<file path="src/rtl/adder_accum_if.sv">
// Handshaked operand/result bundle for adder_accum.
// The slave side is the accumulator and the master side is whoever drives operands and takes results.
interface adder_accum_if #(
  parameter int BITWIDTH = 32,
  parameter int ACC_LEN  = 8
);
  localparam int CNTW = $clog2(ACC_LEN + 1);
  localparam int OUTW = BITWIDTH + 1 + $clog2(ACC_LEN);

  logic                iValid;
  logic                oReady;
  logic                iLast;
  logic [BITWIDTH-1:0] iData0;
  logic [BITWIDTH-1:0] iData1;
  logic                oValid;
  logic                iReady;
  logic [OUTW-1:0]     oData;
  logic [CNTW-1:0]     oCnt;

  modport slave (
    input  iValid, iLast, iData0, iData1, iReady,
    output oReady, oValid, oData, oCnt
  );

  modport master (
    output iValid, iLast, iData0, iData1, iReady,
    input  oReady, oValid, oData, oCnt
  );
endinterface

</file>
<file path="src/rtl/adder_accum.sv">
// Handshaked accumulator: sums iData0+iData1 over up to ACC_LEN beats (or until iLast),
// then presents the total and its beat count until downstream takes it.
module adder_accum #(
  parameter int BITWIDTH = 32,
  parameter int ACC_LEN  = 8
) (
  input  logic           iClk,
  input  logic           iRstN,
  input  logic           iClr,
  adder_accum_if.slave   bus
);
  localparam int CNTW = $clog2(ACC_LEN + 1);
  localparam int OUTW = BITWIDTH + 1 + $clog2(ACC_LEN);

  typedef enum logic [0:0] {
    S_ACC = 1'b0,
    S_OUT = 1'b1
  } state_t;

  state_t          r_state;
  logic [OUTW-1:0] r_acc;
  logic [CNTW-1:0] r_cnt;
  logic [OUTW-1:0] r_data;
  logic [CNTW-1:0] r_outCnt;
  logic            r_valid;

  logic            w_ready;
  logic            w_accept;
  logic            w_close;
  logic [OUTW-1:0] w_sum;
  logic [OUTW-1:0] w_accN;
  logic [CNTW-1:0] w_cntInc;

  // Ready is withheld combinationally during reset/clear so no beat slips in on that edge.
  assign w_ready  = iRstN && !iClr && (r_state == S_ACC);
  assign w_accept = bus.iValid && w_ready;
  assign w_close  = (r_cnt == CNTW'(ACC_LEN - 1)) || bus.iLast;
  assign w_sum    = OUTW'(bus.iData0) + OUTW'(bus.iData1);
  assign w_accN   = (r_cnt == '0) ? w_sum : (r_acc + w_sum);
  assign w_cntInc = r_cnt + CNTW'(1);

  always_ff @(posedge iClk) begin
    if (!iRstN || iClr) begin
      r_state  <= S_ACC;
      r_acc    <= '0;
      r_cnt    <= '0;
      r_data   <= '0;
      r_outCnt <= '0;
      r_valid  <= 1'b0;
    end else begin
      case (r_state)
        S_ACC: begin
          if (w_accept) begin
            if (w_close) begin
              r_data   <= w_accN;
              r_outCnt <= w_cntInc;
              r_cnt    <= '0;
              r_valid  <= 1'b1;
              r_state  <= S_OUT;
            end else begin
              r_acc <= w_accN;
              r_cnt <= w_cntInc;
            end
          end
        end
        S_OUT: begin
          // Result registers stay frozen until the downstream handshake completes.
          if (bus.iReady) begin
            r_valid <= 1'b0;
            r_state <= S_ACC;
          end
        end
      endcase
    end
  end

  assign bus.oReady = w_ready;
  assign bus.oValid = r_valid;
  assign bus.oData  = r_data;
  assign bus.oCnt   = r_outCnt;
endmodule

</file>
<file path="src/flat_wrapper.sv">
// flat-port wrapper written by rule: the top's interface ports become plain ports
module adder_accum_flat 
#(
  parameter int BITWIDTH = 32,
  parameter int ACC_LEN  = 8
)
  (iClk, iRstN, iClr, bus_iValid, bus_iLast, bus_iData0, bus_iData1, bus_iReady, bus_oReady, bus_oValid, bus_oData, bus_oCnt);
  adder_accum_if #(.BITWIDTH(BITWIDTH), .ACC_LEN(ACC_LEN)) bus_i ();
  input  logic iClk;
  input  logic iRstN;
  input  logic iClr;
  input wire logic [$bits(bus_i.iValid)-1:0] bus_iValid;
  input wire logic [$bits(bus_i.iLast)-1:0] bus_iLast;
  input wire logic [$bits(bus_i.iData0)-1:0] bus_iData0;
  input wire logic [$bits(bus_i.iData1)-1:0] bus_iData1;
  input wire logic [$bits(bus_i.iReady)-1:0] bus_iReady;
  output wire logic [$bits(bus_i.oReady)-1:0] bus_oReady;
  output wire logic [$bits(bus_i.oValid)-1:0] bus_oValid;
  output wire logic [$bits(bus_i.oData)-1:0] bus_oData;
  output wire logic [$bits(bus_i.oCnt)-1:0] bus_oCnt;
  assign bus_i.iValid = bus_iValid;
  assign bus_i.iLast = bus_iLast;
  assign bus_i.iData0 = bus_iData0;
  assign bus_i.iData1 = bus_iData1;
  assign bus_i.iReady = bus_iReady;
  assign bus_oReady = bus_i.oReady;
  assign bus_oValid = bus_i.oValid;
  assign bus_oData = bus_i.oData;
  assign bus_oCnt = bus_i.oCnt;
  adder_accum #(.BITWIDTH(BITWIDTH), .ACC_LEN(ACC_LEN)) u_core (.iClk(iClk), .iRstN(iRstN), .iClr(iClr), .bus(bus_i));
endmodule
</file>
<file path="config.mk">
export PLATFORM = sky130hd
export DESIGN_NAME = adder_accum_flat
export DESIGN_NICKNAME = d
export VERILOG_FILES = /design/src/rtl/adder_accum_if.sv /design/src/rtl/adder_accum.sv /design/src/flat_wrapper.sv
export SDC_FILE = /design/constraint.sdc
export NUM_CORES = 1
export LEC_CHECK = 0
export BUFFER_PORTS_ARGS = -buffer_cell sky130_fd_sc_hd__buf_2
export CAP_MARGIN = 20
export CORE_MARGIN = 2
export CORE_UTILIZATION = 35
export CTS_BUF_LIST = sky130_fd_sc_hd__clkbuf_8
export DETAILED_ROUTE_END_ITERATION = 7
export GPL_TIMING_DRIVEN = 0
export PLACE_DENSITY = 0.57
export SKIP_CTS_REPAIR_TIMING = 1
export SYNTH_ARGS = -nofsm -noshare
export SYNTH_HDL_FRONTEND = slang
export SYNTH_SLANG_ARGS = --single-unit
</file>
<file path="constraint.sdc">
create_clock -name iClk -period 5.6 [get_ports iClk]
set_input_delay 0.84 -clock iClk [delete_from_list [all_inputs] [get_ports iClk]]
set_output_delay 0.84 -clock iClk [all_outputs]
set_load 0.03 [all_outputs]
</file>
# Word-level counts from Yosys, hierarchy flattened
# Cells that the tools add are included.
# totals
ff_bits	82
input_bits	70
out_inout_bits	42
# op_classes
add_sub_neg	3
n_eq_ne	4
muxes	10
n_bitwise	2
n_reduce_logical	12
# ops
operator	n
adder 36 bit	1
two-way mux 36 bit	1
adder 32 x 32 -> 33 bit	1
AND reduction 3 bit	3
two-way mux 1 bit	6
adder 4 x 1 -> 4 bit (second input constant)	1
== test 4 x 3 -> 1 bit (second input constant)	1
logical NOT 4 bit	1
two-way mux 4 bit	1
inequality test 2 x 1 -> 1 bit (second input constant)	2
case mux 1 bit (2 select lines)	2
logical AND 1 bit	3
logical NOT 1 bit	2
logical OR 1 bit	2
inequality test 2 bit (second input constant)	1
inverter 1 bit	2
AND reduction 2 bit	1

# Depth between registers and ports, before layout
# Gate-level depths: netlist of the first run.
# logic_depth
depth_word	6
mapped_depth	19
ltp_nobuf	18

# Worst setup path after synthesis of the first run
# No wires, ideal clock.
# synth_path
path_type	input to register
startpoint	in bus_iData1[0]
endpoint	reg u_core.r_acc[34]
setup_time_ns	0.065
arrival_time_ns	4.625
required_time_ns	5.535
setup_slack_ns	0.910
path_stages	17
cell_sequence	ha_1 fa_1 a211oi_1 o21a_1 nor2_1 o21ai_0 o31ai_1 xor2_1 ha_1 and3_1 a22o_1 o311a_1 or3b_1 o311ai_4 a21oi_1 o22a_1 nor2_1
# synth_between
elab_chain_len	3
# synth_lines
item	line	rtl
start, declared	flat_wrapper.sv:15	input wire logic [$bits(bus_i.iData1)-1:0] bus_iData1;
adder 32 x 32 -> 33 bit	adder_accum.sv:38	assign w_sum = OUTW'(bus.iData0) + OUTW'(bus.iData1);
adder 36 bit	adder_accum.sv:39	assign w_accN = (r_cnt == '0) ? w_sum : (r_acc + w_sum);
two-way mux 36 bit	adder_accum.sv:39	
end signal, assigned	adder_accum.sv:61	r_acc <= w_accN;
end, declared	adder_accum.sv:21	logic [OUTW-1:0] r_acc;
# No other way between the ends.
# A chain may end at the register's enable or synchronous reset.

# Worst setup path after layout of the first run
# layout_path
startpoint	in bus_iData1[16]
endpoint	reg u_core.r_acc[34]
# The elaborated chain is that of the path after synthesis.

==> results_dict.tcl, run 1 <==
set metrics [dict create \
    fin_nets 1209 \
    multi_input_area_mm2 0.005274 \
    fillerInstances 2159 \
    setup_ws_ps 370.4 \
    maxSlewHeadroom 0.4311 \
    wire_per_inst_um 17.57 \
    die_w_um 147.1 \
    utilization 0.4108 \
    ios 112 \
    grt_pass1_wl_um 37510 \
    grt_pass1_vias 7063 \
    clock_latency_ps 390 \
    crit_path_max_incr_delay_ps 530 \
    ff2ff_setup_slack_ps 2360 \
    hold_viol 0 \
    cp_common_cell "a21oi_1" \
    viasPerCell 5.561 \
    clock_path_buffers 2 \
    syn_area_mm2 0.007167 \
    critPathRequiredTime_ps 5930 \
    yosysUniqueCellTypes 73 \
    avgSynthCellArea_um2 7.584 \
    cp_cell_sequence "buf_2 -> ha_1 -> clkbuf_1 -> and4_1 -> and3_1 -> nand3_1 -> a2111oi_2 -> o21ai_1 -> and3_1 -> a311oi_2 -> inv_1 -> ha_1 -> a21oi_1 -> inv_1 -> a21oi_1 -> or3b_1 -> o311ai_4 -> a21oi_1 -> o22a_1 -> nor2_1" \
    syn-instance-count 945 \
    layout_worst_path_cycle_share 0.9339 \
    synth_nets 1086 \
    ys_seq_elements 82 \
    drive_gt1_frac 0.1473 \
    numPortBuffers 111 \
    grt-ovfl-total 0 \
    numCtsBuffers 9 \
    outcome "completed" \
    firstDrtPassIters 4 \
    initialDrtViolationCount 474 \
    n_antenna_cell 0 \
    core_region_area_mm2 0.02017 \
    arrival_ps 5560 \
    cp-end-kind "flip-flop" \
    maxCapViolCount 0 \
    place_hpwl_um 18690 \
    drc_errors 0 \
    leakagePower_nw 3.642 \
    finalMaxSlewViolations 0 \
    ys.flop_type "dfxtp_1" \
    htreeDepth 3 \
    fmax_mhz 191.2 \
    async_reset_ff_frac 0 \
    startpoint_type "input port" \
    place_congestion 0.8973 \
    clk_pin_slew_ps 100 \
    cts_tree "done" \
    cts_sinks 82 \
    cp_slowest_cell "a2111oi_2" \
    grt_setup_unrepaired "no" \
    fin_skew_ps 18.01 \
    antenna_found_initial 0 \
    holdCritPathClass "reg2reg" \
    finalWirelength_um 23600 \
    ant_nets 0 \
    die_h_um 147.1 \
    worstSetupPathType "in2reg" \
    ir_drop_v 0.0001053 \
    setup_violations 0 \
    grt_max_degree 17 \
    register_area_mm2 0.001642 \
    cts_root_buffer "clkbuf_8" \
    rows 52 \
    gr-usage-all-layers 0.2179 \
    place_ws_ps -274.4 \
    fin_crit_ps 5230 \
    ys_warn_count 0 \
    dr_total_vias 7468 \
    dieArea_mm2 0.02164 \
    synth_edf_count 0 \
    syn2layout_area_growth_pct 15.61 \
    yosysSeqAreaShare 0.2291 \
    p_per_area_mw_per_mm2 214.3 \
    start_util 0.3553 \
    tightest_slew_ps 853.3 \
    crit_fanout 7 \
]
## worst max-delay path, delay by kind of cell
| kind | cells | cell delay (ps) |
|---|---|---|
| compound gates | 8 | 2250 |
| fa+ha+maj | 2 | 620 |
| buf+inv | 4 | 510 |
| simple gates | 6 | 1310 |
## final cells by class
cell class | instances | area share
repair buffers | 112 | 0.06765
clock inverters | 7 | 0.009816
inverters | 19 | 0.008608
plain buffers | 49 | 0.02356
multi-input cells | 795 | 0.6365
flip-flops and latches | 82 | 0.1981
well taps | 270 | 0.04077
clock buffers | 9 | 0.01495
## where the power goes
| part | switching [W] | leakage, nW | internal, W |
|---|---|---|---|
| clock network | 0.000258 | 0.107 | 0.000214 |
| logic | 0.000448 | 2.87 | 0.000259 |
| registers | 0.00000535 | 0.662 | 0.000591 |
## metal layers
| layer | vias to the layer above | track usage | share of wire |
|---|---|---|---|
| li1 | 3754 | - | - |
| met1 | 3450 | 0.3217 | 0.50 |
| met2 | 240 | 0.3292 | 0.42 |
| met3 | 24 | 0.02888 | 0.060 |
| met4 | 0 | 0.06635 | 0.020 |
| met5 | - | 0 | 0 |
## Yosys cell counts, types with 4 or more instances
cell type / instances / share of area
nand2b_1: 12 / 0.010
and2_1: 4 / 0.0035
o21a_1: 11 / 0.012
or3_1: 5 / 0.0044
or2_2: 5 / 0.0044
xnor2_1: 29 / 0.035
nor3_1: 16 / 0.011
and4_1: 4 / 0.0049
o31ai_1: 7 / 0.0073
clkbuf_1: 43 / 0.023
a211oi_1: 29 / 0.030
o21ai_0: 89 / 0.062
ha_1: 69 / 0.12
mux2i_1: 13 / 0.018
o21bai_1: 6 / 0.0063
nand3_1: 27 / 0.019
and3_1: 17 / 0.015
a21oi_1: 119 / 0.083
nor4_1: 4 / 0.0035
o211ai_1: 8 / 0.0084
a31oi_1: 17 / 0.015
dfxtp_1: 82 / 0.23
inv_1: 19 / 0.010
nand4_1: 9 / 0.0079
nor2b_1: 9 / 0.0079
a21o_1: 29 / 0.030
nor2_1: 81 / 0.042
nand2_1: 84 / 0.044
xor2_1: 22 / 0.027
## cell families after synthesis
| logic type | share of synthesized area |
|---|---|
| xor gates and xnor gates | 0.06232 |
| and+or+nand+nor | 0.1994 |
| DFF | 0.2290 |
| adders and majority gates | 0.1260 |
| AOI/OAI and AO/OA | 0.3232 |
| muxes | 0.02287 |
| buffers and inverters | 0.03718 |
## state kept, by name, indices dropped and copies added (netlist names)
| register | count |
|---|---|
| u_core.bus.oData | 36 |
| u_core.r_acc | 36 |
| u_core.bus.oCnt | 4 |
| u_core.r_cnt | 4 |
| u_core.bus.oValid | 1 |
| u_core.r_state | 1 |
## path summary, 6_finish.rpt
check | end | startpoint | cells past startpoint
min reg2reg | u_core.bus.oData[2] | u_core.bus.oData[2] | 2
max reg2reg | u_core.bus.oData[32] | u_core.r_acc[0] | 10
min | u_core.bus.oData[2] | u_core.bus.oData[2] | 2
max | u_core.r_acc[34] | bus_iData1[16] | 20
## placed cells by master, fill, tap and decap left out, types with 7 or more instances in the layout
cell type  netlist  final
a21oi_1        119    119
buf_2            2    113
o21ai_0         89     88
nand2_1         84     84
dfxtp_1         82     82
nor2_1          81     81
ha_1            69     69
clkbuf_1        43     43
a211oi_1        29     29
a21o_1          29     29
xnor2_1         29     29
nand3_1         27     27
xor2_1          22     22
inv_1           19     19
and3_1          17     17
a31oi_1         17     17
nor3_1          16     16
mux2i_1         13     13
nand2b_1        12     12
o21a_1          11     11
nand4_1          9      9
nor2b_1          9      9
clkbuf_8         0      9
o211ai_1         8      8
o31ai_1          7      7
## through the flow
stage	total power (W)	hold slack, ps	TNS [ps]	cell area (µm²)	std cells
after global routing	0.001890	475.0	0	8285	1343
after detailed placement	0.001300	448.6	-638.2	8060	1326
after CTS	0.001776	462.5	0	8265	1342
final	0.001776	458.2	0	8285	1343
after floorplan	0.001115	440.6	0	7167	945
after global placement	0.001299	441.8	-709.9	8060	1326
No activity file was read; power rests on OpenSTA's default activity.
==> inputs of run 2 (changes only) <==
--- a/config.mk
+++ b/config.mk
@@ -7,12 +7,14 @@
 export LEC_CHECK = 0
 export BUFFER_PORTS_ARGS = -buffer_cell sky130_fd_sc_hd__buf_2
 export CAP_MARGIN = 20
+export CELL_PAD_IN_SITES_DETAIL_PLACEMENT = 0
+export CELL_PAD_IN_SITES_GLOBAL_PLACEMENT = 1
 export CORE_MARGIN = 2
 export CORE_UTILIZATION = 35
 export CTS_BUF_LIST = sky130_fd_sc_hd__clkbuf_8
 export DETAILED_ROUTE_END_ITERATION = 7
 export GPL_TIMING_DRIVEN = 0
-export PLACE_DENSITY = 0.57
+export PLACE_DENSITY = 0.72
 export SKIP_CTS_REPAIR_TIMING = 1
 export SYNTH_ARGS = -nofsm -noshare
 export SYNTH_HDL_FRONTEND = slang
==> run 2 against run 1 <==
Hold slack worse by 3.5 ps. Critical path depth down 2. Wire length up 0.11%. Die area unchanged. Register-to-register slack worse by 40 ps. Utilization about the same. Sequential power about the same. Clock skew down 2.1 ps.
==> results_dict.tcl, run 2 (same netlist as run 1, synthesis figures left out) <==
set metrics [dict create \
    grt_pass1_vias 6806 \
    hold_viol 0 \
    grt_max_degree 18 \
    holdCritPathClass "reg2reg" \
    cp_slowest_cell "fa_1" \
    crit_end "u_core.bus.oData[32]" \
    cp.depth 18 \
    final_cell_mix "a21oi_1, buf_2, o21ai_0" \
    r2r_start "u_core.r_cnt[0]" \
    place_hpwl_um 18900 \
    fin_crit_ps 5113 \
    finalMaxSlewViolations 0 \
    layout_worst_path_cycle_share 0.9131 \
    grt_setup_unrepaired "no" \
    tightest_slew_ps 766.6 \
    die_w_um 147.1 \
    cts_root_buffer "clkbuf_8" \
    startpoint_type "input port" \
    ios 112 \
    maxCapViolCount 0 \
    syn2layout_area_growth_pct 15.66 \
    cts_tree "done" \
    clock_path_buffers 2 \
    final_cells 1343 \
    grt_pass1_wl_um 37640 \
    cts_sinks 82 \
    initialDrtViolationCount 439 \
    startpoint "bus_iData1[0]" \
    final_common_cell "a21oi_1" \
    dr_total_vias 7405 \
    ff2ff_setup_slack_ps 2320 \
    htreeDepth 3 \
    outcome "completed" \
    n_antenna_cell 0 \
    clk_pin_slew_ps 100 \
    drc_errors 0 \
    fin_skew_ps 15.93 \
    cp-end-kind "flip-flop" \
    r2r_end "u_core.r_acc[27]" \
    crit_family "compound AO/OA/AOI/OAI gates" \
    firstDrtPassIters 5 \
    place_inst 1327 \
    leakagePower_nw 3.632 \
    worst-path-buf-inv 1 \
    min_path_cells 2 \
    cp_cell_sequence "buf_2 -> ha_1 -> fa_1 -> a211oi_1 -> o21a_1 -> nor2_1 -> o21ai_1 -> o31ai_1 -> xor2_1 -> ha_1 -> and3_1 -> nor2b_1 -> nand3_1 -> nor4b_4 -> nor4_2 -> mux2i_1 -> a211oi_1 -> a21oi_1" \
    arrival_ps 5350 \
    clock_latency_ps 390 \
    maxSlewHeadroom 0.4890 \
    fin_nets 1209 \
    finalSetupTns_ps 0 \
    start_util 0.3553 \
    p_per_area_mw_per_mm2 211.6 \
    dieArea_mm2 0.02164 \
    numCtsBuffers 9 \
    worstSetupPathType "in2reg" \
    numPortBuffers 111 \
    ff2ff_path_depth 8 \
    rows 52 \
    core_region_area_mm2 0.02017 \
    wire_per_inst_um 17.59 \
    antenna_found_initial 0 \
    ir_drop_v 0.00008009 \
    grt-ovfl-total 0 \
    fmax_mhz 195.6 \
    drive_gt1_frac 0.1473 \
    setup_violations 0 \
    viasPerCell 5.514 \
    finalWirelength_um 23630 \
    gr-usage-all-layers 0.2169 \
    crit_fanout 7 \
    critPathRequiredTime_ps 5840 \
    die_h_um 147.1 \
    ant_nets 0 \
    place_congestion 0.9048 \
    crit_path_max_incr_delay_ps 440 \
]
[run 2: cell types whose count changed in the layout (fill, tap and decap cells not counted)]
cell,before,now
a2111oi_2,3,2
a2111oi_4,1,2
buf_4,0,1
bufinv_16,1,0
clkbuf_2,2,1
clkinv_2,1,0
clkinv_8,0,1
clkinvlp_4,0,1
[run 2: report_power, final]
group | leakage [nW] | switching (W) | internal, W
logic | 2.87 | 0.000450 | 0.000260
clock network | 0.0955 | 0.000275 | 0.000174
registers | 0.662 | 0.00000513 | 0.000591
total | 3.63 | 0.000730 | 0.00102
[run 2: routing by layer]
metal,global-route usage,routed length (µm)
met3,0.01863,1267
met2,0.3341,10060
met5,0,0
met4,0.04663,252
met1,0.3289,12050
[run 2: worst min-delay path by stage]
stage,start,endpoint,slack (ps)
after global placement,u_core.bus.oCnt[1],u_core.bus.oCnt[1],440
final,u_core.bus.oCnt[1],u_core.bus.oCnt[1],450
after global routing,u_core.bus.oData[2],u_core.bus.oData[2],480
after floorplan,u_core.r_acc[10],u_core.r_acc[10],440
after CTS,u_core.bus.oCnt[1],u_core.bus.oCnt[1],460
after detailed placement,u_core.bus.oCnt[1],u_core.bus.oCnt[1],450
[run 2: layout make-up]
type / count / area (µm²)
timing repair buffer: 112 / 563.0
multi-input combinational: 795 / 5286
fill: 2220 / 11880
clock buffer: 9 / 123.9
tap: 270 / 337.8
clock inverter: 7 / 70.07
sequential: 82 / 1642
buffer: 49 / 195.2
inverter: 19 / 71.32
[run 2: worst reg2reg max path: stages, from the launching register on]
cell and delay (ps):
dfxtp_1 370, inv_1 80, ha_1 160, nor3b_1 610, buf_4 280, clkbuf_1 470, clkbuf_1 590, nand2_1 290
o2111a_1 320
[run 2: metrics by stage]
step	area, µm²	util	worst slack (ps)	hold WS [ps]	total power, W
6_report	8289	0.4110	486.6	454.7	0.001754
5_1_grt	8289	0.4110	57.26	482.7	0.001866
4_1_cts	8262	0.4096	97.45	458.8	0.001749
3_5_place_dp	8068	0.4000	-295.0	445.6	0.001303
3_3_place_gp	8060	0.3996	-334.9	443.6	0.001304
2_1_floorplan	7167	-	910.2	440.6	0.001115
